File: config.mk
export PLATFORM = sky130hd
export DESIGN_NAME = ahb_mrmst2mrslv_regslice_flat
export DESIGN_NICKNAME = d
export VERILOG_FILES = /design/src/rtl/ahb_mrmst2mrslv_regslice_if.sv /design/src/rtl/ahb_mrmst2mrslv_regslice.sv /design/src/flat_wrapper.sv
export SDC_FILE = /design/constraint.sdc
export NUM_CORES = 1
export LEC_CHECK = 0
export BUFFER_PORTS_ARGS = -buffer_cell sky130_fd_sc_hd__buf_2
export CAP_MARGIN = 20
export CORE_AREA = 4 4 87 89
export CTS_CLUSTER_SIZE = 24
export DETAILED_ROUTE_END_ITERATION = 6
export DIE_AREA = 0 0 91 93
export PLACE_DENSITY = 0.76
export SLEW_MARGIN = 10
export SYNTH_ARGS = -nofsm -noshare
export SYNTH_HDL_FRONTEND = slang
export SYNTH_SLANG_ARGS = --single-unit
File: constraint.sdc
create_clock -name clk -period 1.77 [get_ports clk]
set_input_delay 0.4425 -clock clk [delete_from_list [all_inputs] [get_ports clk]]
set_output_delay 0.4425 -clock clk [all_outputs]
set_load 0.05 [all_outputs]
File: src/rtl/ahb_mrmst2mrslv_regslice_if.sv
// rtl/ahb_mrmst2mrslv_regslice_if.sv - AHB link bundle used on both sides of the register slice
interface ahb_mrmst2mrslv_regslice_if #(
   parameter int P_DW = 32
);
   logic [31:0]     haddr;
   logic [1:0]      htrans;
   logic            hwrite;
   logic [2:0]      hsize;
   logic [2:0]      hburst;
   logic [3:0]      hprot;
   logic            hlock;
   logic            hsel;
   logic [P_DW-1:0] hwdata;
   logic [P_DW-1:0] hrdata;
   logic            hready;
   logic            hreadyout;
   logic [1:0]      hresp;

   // Bridge drives the downstream slave through this view
   modport master (
      output haddr, htrans, hwrite, hsize, hburst, hprot, hlock, hsel, hwdata, hready,
      input  hrdata, hreadyout, hresp
   );

   // Bridge answers the upstream master through this view
   modport slave (
      input  haddr, htrans, hwrite, hsize, hburst, hprot, hlock, hwdata,
      output hrdata, hready, hresp
   );
endinterface

File: src/rtl/ahb_mrmst2mrslv_regslice.sv
// rtl/ahb_mrmst2mrslv_regslice.sv - AHB address-phase register slice with burst splitting and hang timeout
module ahb_mrmst2mrslv_regslice #(
   parameter int P_DW      = 32,
   parameter int P_TIMEOUT = 0
) (
   input  logic                              clk,
   input  logic                              resetn,
   ahb_mrmst2mrslv_regslice_if.slave         ahb_slv,
   ahb_mrmst2mrslv_regslice_if.master        ahb_mslv,
   output logic                              timeout_pulse
);
   typedef enum logic [2:0] {
      S_IDLE, S_ADDR, S_DATA, S_ERR1, S_ERR2, S_DRAIN
   } state_e;

   state_e      state_q;
   logic [31:0] haddr_q;
   logic        hwrite_q;
   logic [2:0]  hsize_q;
   logic [3:0]  hprot_q;
   logic        hlock_q;
   logic        pend_q;
   logic        tp_q;
   logic        slv_hready;
   logic        capture;
   logic        to_hit;
   logic        unused_inputs;

   assign unused_inputs = ^{ahb_slv.hburst, ahb_slv.htrans[0]};

   always_comb begin
      slv_hready = 1'b0;
      unique case (state_q)
         S_IDLE, S_ERR2: slv_hready = 1'b1;
         S_DATA:         slv_hready = ahb_mslv.hreadyout;
         default:        slv_hready = 1'b0;
      endcase
   end

   assign capture = ahb_slv.htrans[1] & slv_hready;

   assign ahb_slv.hready  = slv_hready;
   assign ahb_slv.hresp   = (state_q == S_DATA) ? ahb_mslv.hresp :
                            ((state_q == S_ERR1) || (state_q == S_ERR2)) ? 2'b01 : 2'b00;
   // Read data from any response other than a live DATA phase is discarded
   assign ahb_slv.hrdata  = (state_q == S_DATA) ? ahb_mslv.hrdata : '0;

   assign ahb_mslv.htrans = (state_q == S_ADDR) ? 2'b10 : 2'b00;
   assign ahb_mslv.haddr  = haddr_q;
   assign ahb_mslv.hwrite = hwrite_q;
   assign ahb_mslv.hsize  = hsize_q;
   assign ahb_mslv.hburst = 3'b000;
   assign ahb_mslv.hprot  = hprot_q;
   assign ahb_mslv.hlock  = hlock_q;
   assign ahb_mslv.hsel   = 1'b1;
   assign ahb_mslv.hready = ((state_q == S_IDLE) || (state_q == S_ADDR)) ? 1'b1 : ahb_mslv.hreadyout;
   assign ahb_mslv.hwdata = ahb_slv.hwdata;
   assign timeout_pulse   = tp_q;

   generate
      if (P_TIMEOUT > 0) begin : g_to
         localparam int CW = $clog2(P_TIMEOUT + 1);
         logic [CW-1:0] cnt_q;

         always_ff @(posedge clk or negedge resetn) begin
            if (!resetn) begin
               cnt_q <= '0;
            end else if (state_q == S_ADDR) begin
               cnt_q <= '0;
            end else if ((state_q == S_DATA) && !ahb_mslv.hreadyout) begin
               cnt_q <= cnt_q + 1'b1;
            end
         end

         // True during the P_TIMEOUT-th stalled DATA cycle
         assign to_hit = (cnt_q == CW'(P_TIMEOUT - 1));
      end else begin : g_no_to
         assign to_hit = 1'b0;
      end
   endgenerate

   always_ff @(posedge clk or negedge resetn) begin
      if (!resetn) begin
         state_q  <= S_IDLE;
         haddr_q  <= '0;
         hwrite_q <= 1'b0;
         hsize_q  <= '0;
         hprot_q  <= '0;
         hlock_q  <= 1'b0;
         pend_q   <= 1'b0;
         tp_q     <= 1'b0;
      end else begin
         tp_q <= 1'b0;
         if (capture) begin
            haddr_q  <= ahb_slv.haddr;
            hwrite_q <= ahb_slv.hwrite;
            hsize_q  <= ahb_slv.hsize;
            hprot_q  <= ahb_slv.hprot;
            hlock_q  <= ahb_slv.hlock;
         end
         unique case (state_q)
            S_IDLE: if (capture) state_q <= S_ADDR;
            S_ADDR: begin
               state_q <= S_DATA;
               pend_q  <= 1'b0;
            end
            S_DATA: begin
               if (ahb_mslv.hreadyout) begin
                  state_q <= capture ? S_ADDR : S_IDLE;
               end else if (to_hit) begin
                  state_q <= S_ERR1;
                  tp_q    <= 1'b1;
               end
            end
            S_ERR1: state_q <= S_ERR2;
            S_ERR2: begin
               if (capture) pend_q <= 1'b1;
               if (ahb_mslv.hreadyout) begin
                  state_q <= capture ? S_ADDR : S_IDLE;
               end else begin
                  state_q <= S_DRAIN;
               end
            end
            S_DRAIN: if (ahb_mslv.hreadyout) state_q <= pend_q ? S_ADDR : S_IDLE;
            default: state_q <= S_IDLE;
         endcase
      end
   end
endmodule
File: src/flat_wrapper.sv
// flat-port wrapper written by rule: the top's interface ports become plain ports
module ahb_mrmst2mrslv_regslice_flat 
#(
   parameter int P_DW      = 32,
   parameter int P_TIMEOUT = 0
)
  (clk, resetn, timeout_pulse, ahb_slv_haddr, ahb_slv_htrans, ahb_slv_hwrite, ahb_slv_hsize, ahb_slv_hburst, ahb_slv_hprot, ahb_slv_hlock, ahb_slv_hwdata, ahb_slv_hrdata, ahb_slv_hready, ahb_slv_hresp, ahb_mslv_haddr, ahb_mslv_htrans, ahb_mslv_hwrite, ahb_mslv_hsize, ahb_mslv_hburst, ahb_mslv_hprot, ahb_mslv_hlock, ahb_mslv_hsel, ahb_mslv_hwdata, ahb_mslv_hready, ahb_mslv_hrdata, ahb_mslv_hreadyout, ahb_mslv_hresp);
  ahb_mrmst2mrslv_regslice_if #(.P_DW(P_DW)) ahb_slv_i ();
  ahb_mrmst2mrslv_regslice_if #(.P_DW(P_DW)) ahb_mslv_i ();
  input  logic clk;
  input  logic resetn;
  output logic timeout_pulse;
  input wire logic [$bits(ahb_slv_i.haddr)-1:0] ahb_slv_haddr;
  input wire logic [$bits(ahb_slv_i.htrans)-1:0] ahb_slv_htrans;
  input wire logic [$bits(ahb_slv_i.hwrite)-1:0] ahb_slv_hwrite;
  input wire logic [$bits(ahb_slv_i.hsize)-1:0] ahb_slv_hsize;
  input wire logic [$bits(ahb_slv_i.hburst)-1:0] ahb_slv_hburst;
  input wire logic [$bits(ahb_slv_i.hprot)-1:0] ahb_slv_hprot;
  input wire logic [$bits(ahb_slv_i.hlock)-1:0] ahb_slv_hlock;
  input wire logic [$bits(ahb_slv_i.hwdata)-1:0] ahb_slv_hwdata;
  output wire logic [$bits(ahb_slv_i.hrdata)-1:0] ahb_slv_hrdata;
  output wire logic [$bits(ahb_slv_i.hready)-1:0] ahb_slv_hready;
  output wire logic [$bits(ahb_slv_i.hresp)-1:0] ahb_slv_hresp;
  output wire logic [$bits(ahb_mslv_i.haddr)-1:0] ahb_mslv_haddr;
  output wire logic [$bits(ahb_mslv_i.htrans)-1:0] ahb_mslv_htrans;
  output wire logic [$bits(ahb_mslv_i.hwrite)-1:0] ahb_mslv_hwrite;
  output wire logic [$bits(ahb_mslv_i.hsize)-1:0] ahb_mslv_hsize;
  output wire logic [$bits(ahb_mslv_i.hburst)-1:0] ahb_mslv_hburst;
  output wire logic [$bits(ahb_mslv_i.hprot)-1:0] ahb_mslv_hprot;
  output wire logic [$bits(ahb_mslv_i.hlock)-1:0] ahb_mslv_hlock;
  output wire logic [$bits(ahb_mslv_i.hsel)-1:0] ahb_mslv_hsel;
  output wire logic [$bits(ahb_mslv_i.hwdata)-1:0] ahb_mslv_hwdata;
  output wire logic [$bits(ahb_mslv_i.hready)-1:0] ahb_mslv_hready;
  input wire logic [$bits(ahb_mslv_i.hrdata)-1:0] ahb_mslv_hrdata;
  input wire logic [$bits(ahb_mslv_i.hreadyout)-1:0] ahb_mslv_hreadyout;
  input wire logic [$bits(ahb_mslv_i.hresp)-1:0] ahb_mslv_hresp;
  assign ahb_slv_i.haddr = ahb_slv_haddr;
  assign ahb_slv_i.htrans = ahb_slv_htrans;
  assign ahb_slv_i.hwrite = ahb_slv_hwrite;
  assign ahb_slv_i.hsize = ahb_slv_hsize;
  assign ahb_slv_i.hburst = ahb_slv_hburst;
  assign ahb_slv_i.hprot = ahb_slv_hprot;
  assign ahb_slv_i.hlock = ahb_slv_hlock;
  assign ahb_slv_i.hwdata = ahb_slv_hwdata;
  assign ahb_slv_hrdata = ahb_slv_i.hrdata;
  assign ahb_slv_hready = ahb_slv_i.hready;
  assign ahb_slv_hresp = ahb_slv_i.hresp;
  assign ahb_mslv_haddr = ahb_mslv_i.haddr;
  assign ahb_mslv_htrans = ahb_mslv_i.htrans;
  assign ahb_mslv_hwrite = ahb_mslv_i.hwrite;
  assign ahb_mslv_hsize = ahb_mslv_i.hsize;
  assign ahb_mslv_hburst = ahb_mslv_i.hburst;
  assign ahb_mslv_hprot = ahb_mslv_i.hprot;
  assign ahb_mslv_hlock = ahb_mslv_i.hlock;
  assign ahb_mslv_hsel = ahb_mslv_i.hsel;
  assign ahb_mslv_hwdata = ahb_mslv_i.hwdata;
  assign ahb_mslv_hready = ahb_mslv_i.hready;
  assign ahb_mslv_i.hrdata = ahb_mslv_hrdata;
  assign ahb_mslv_i.hreadyout = ahb_mslv_hreadyout;
  assign ahb_mslv_i.hresp = ahb_mslv_hresp;
  ahb_mrmst2mrslv_regslice #(.P_DW(P_DW), .P_TIMEOUT(P_TIMEOUT)) u_core (.clk(clk), .resetn(resetn), .ahb_slv(ahb_slv_i), .ahb_mslv(ahb_mslv_i), .timeout_pulse(timeout_pulse));
endmodule
==> results.yml <==
status:
  status: "finished with violations"
  violations: "setup timing"
global_route:
  grt_pass1_vias: 1897
  grt_overflow_total: 0
  antenna_found_initial: 0
  grt_usage_pct: 13.7
  grt_max_degree: 35
  grt_pass1_wl_mm: 9.40
setup_path:
  crit_path_end_kind: "output pin"
  crit_chain: "nor3b_2 > buf_12 > and2_2 > buf_8"
  worst-path-buf-inv: 2
  cpMaxStageDelayCell: "dfrtp_1"
  cp.depth: 4
  crit_type: "reg -> out"
  crit_required_ns: 1.33
  r2r_setup_slack_ns: 0.14
  slowest_delay_ns: 0.40
  reg2regPathDepth: 5
  worstReg2RegEnd: "u_core.ahb_mslv.hsize[2]$_DFFE_PN0P_"
  crit_family: "simple AND/OR/NAND/NOR gates"
  cp.arrival_ns: 1.48
  cp-endpoint: "ahb_slv_hrdata[18]"
  cp_max_fo: 34
  start_kind: "flop"
  rr_startpoint: "u_core.state_q[0]$_DFFE_PN0P_"
  timing.critical_path.from: "u_core.state_q[0]$_DFFE_PN0P_"
cts:
  worstSkewPairLatency_ns: 0.28
  cts_made_buffers: 5
  clock_tree.root_cell: "clkbuf_8"
  h-tree-depth: 2
  cts.sinks: 45
  cts_tree: "built"
  hold_buffers: 0
  path_clk_slew_ns: 0.08
  clk_path_buf_depth: 2
finish:
  drive_gt1_share_pct: 66.5
  antenna_cells: 0
  nets: 430
  fillers: 597
  syn_to_final_growth_pct: 49.2
drt:
  wirelength_mm: 6.06
  drc: 0
  num_vias: 1741
  drt-pass1-iter-count: 4
  drtIter0Drc: 37
  via_per_inst: 4.40
  ant_nets: 0
  drt-wirelength-per-cell_microns: 15.3
synth:
  ys_warn_count: 0
  synth_most_common_cell: "dfrtp_1"
  netlist_instances: 187
  synthTopCellsByArea: "dfrtp_1 49%, mux2_1 19%, buf_4 13%"
  synthArstFlopShare_pct: 100
  syn_area_sq_um: 2280
  synth_common_cells: "45 x dfrtp_1, 39 x mux2_1, 38 x buf_4"
  yosysSeqAreaShare_pct: 49.5
  synthFlopType: "dfrtp_1"
  ys_types: 21
  ys_seq_elements: 45
  syn_area_per_cell_sq_um: 12.2
  synth_largest_area_cell: "dfrtp_1"
  synth_top_area_share_pct: 49.5
  synth-edff-count: 0
sta:
  whs_ns: 0.0777
  fin_crit_ns: 1.92
  fin_ws_ns: -0.153
  fin_crit_sh_pct: 109
  finClkSkew_ns: 0.00834
  max_freq_mhz: 520
  hold_viol: 0
  drv_slew: 0
  rsz0062_at_grt: "yes"
  setup_viol: 33
place:
  gp_congestion: 0.698
  dpl.hpwl_mm: 4.55
  io_buffers: 156
pwr:
  powerDensity_nw_per_um2: 2190
  peakVddDrop_v: 0.00114
  finalPower_mw: 7.44
  p_leak_nw: 1.71
worst_hold_path:
  holdCritPathClass: "in -> async"
die:
  initial_core_util_pct: 33.7
  die_w_microns: 91
  design.portCount: 231
  coreArea_sq_um: 6760
  dieArea_sq_um: 8460
  rows: 30
  dieHeight_microns: 93
run:
  cap_violations: 0
metrics by stage:
stage | setup slack (ns) | util [%] | setup TNS (ns) | instance area [sq um] | instances
after floorplan | -0.0158 | - | -0.426 | 2350 | 191
after global placement | 0.101 | 44.0 | 0 | 2970 | 388
after detailed placement | 0.0867 | 44.0 | 0 | 2970 | 388
after CTS | -0.135 | 49.4 | -3.92 | 3330 | 396
after global routing | -0.224 | 50.3 | -6.54 | 3400 | 396
final | -0.153 | 50.3 | -3.96 | 3400 | 396
registers in the layout, indices dropped and copies added (netlist names):
| name | count |
|---|---|
| u_core.ahb_mslv.haddr | 32 |
| u_core.ahb_mslv.hprot | 4 |
| u_core.ahb_mslv.hsize | 3 |
| u_core.state_q | 3 |
| u_core.ahb_mslv.hlock | 1 |
| u_core.ahb_mslv.hwrite | 1 |
| u_core.pend_q | 1 |
cells by family after synthesis:
group	Yosys count	share of synthesized area (%)
buf+inv	48	15.6
flops	45	49.5
mux	41	20.3
simple gates	40	11.0
compound gates	11	3.35
other cells	2	0.330
what timing repair did:
action	in CTS	in global routing
resized for setup	78	16
pin swaps	1	2
endpoints found under the hold margin	0	0
buffers inserted	0	0
endpoints found under the setup margin	36	37
worst min-delay path by stage:
stage / end / startpoint / depth (start not counted)
detailed placement: u_core.ahb_mslv.haddr[18]$_DFFE_PN0P_ / resetn / 1
floorplan: u_core.ahb_mslv.haddr[0]$_DFFE_PN0P_ / resetn / 0
CTS: u_core.ahb_mslv.haddr[18]$_DFFE_PN0P_ / resetn / 1
global placement: u_core.ahb_mslv.haddr[18]$_DFFE_PN0P_ / resetn / 1
finish: u_core.ahb_mslv.haddr[18]$_DFFE_PN0P_ / resetn / 1
global route: u_core.ahb_mslv.haddr[18]$_DFFE_PN0P_ / resetn / 1
layout make-up:
class	count	area, sq um	share of cell area [%]
multi-input cells	98	891	26.2
well taps	80	100	2.95
clock buffers	6	72.6	2.14
clock inverters	2	38.8	1.14
repair buffers	163	1160	34.2
inverters	2	7.51	0.221
flip-flops and latches	45	1130	33.2
worst reg2reg max path, delay by kind of cell (launching register included):
family                 cells  cell delay, ns
DFF                        1            0.40
buffers and inverters      2            0.40
muxes                      1            0.35
and+or+nand+nor            1            0.19
AOI/OAI and AO/OA          1            0.17
report_power, final:
group / switching (mW) / internal, mW / total [mW]
logic: 3.42 / 1.50 / 4.92
registers: 0.223 / 1.54 / 1.76
clock network: 0.334 / 0.424 / 0.757
layout by cell type (no fill, tap or decap), types with 2 or more instances in the layout:
master | synthesis | routed
mux2_1 | 39 | 39
buf_6 | 4 | 23
buf_4 | 38 | 2
and2_1 | 33 | 2
mux2_2 | 2 | 2
inv_1 | 2 | 2
nand2_1 | 2 | 2
buf_8 | 0 | 15
nand2b_4 | 0 | 2
conb_1 | 2 | 6
and2_4 | 0 | 4
buf_12 | 0 | 3
dfrtp_1 | 45 | 45
o21ai_1 | 0 | 2
and2_2 | 0 | 27
buf_2 | 1 | 120
clkbuf_8 | 0 | 5
per-layer routing:
metal  vias to the layer above  part of all wire [%]  track usage [%]
li1                        827                     -                -
met1                       816                    36             15.8
met2                        80                    54             23.5
met3                        18                   8.1             4.75
met4                         0                   1.8             5.28
met5                         -                     0                0
No activity file was read; power rests on OpenSTA's default activity.
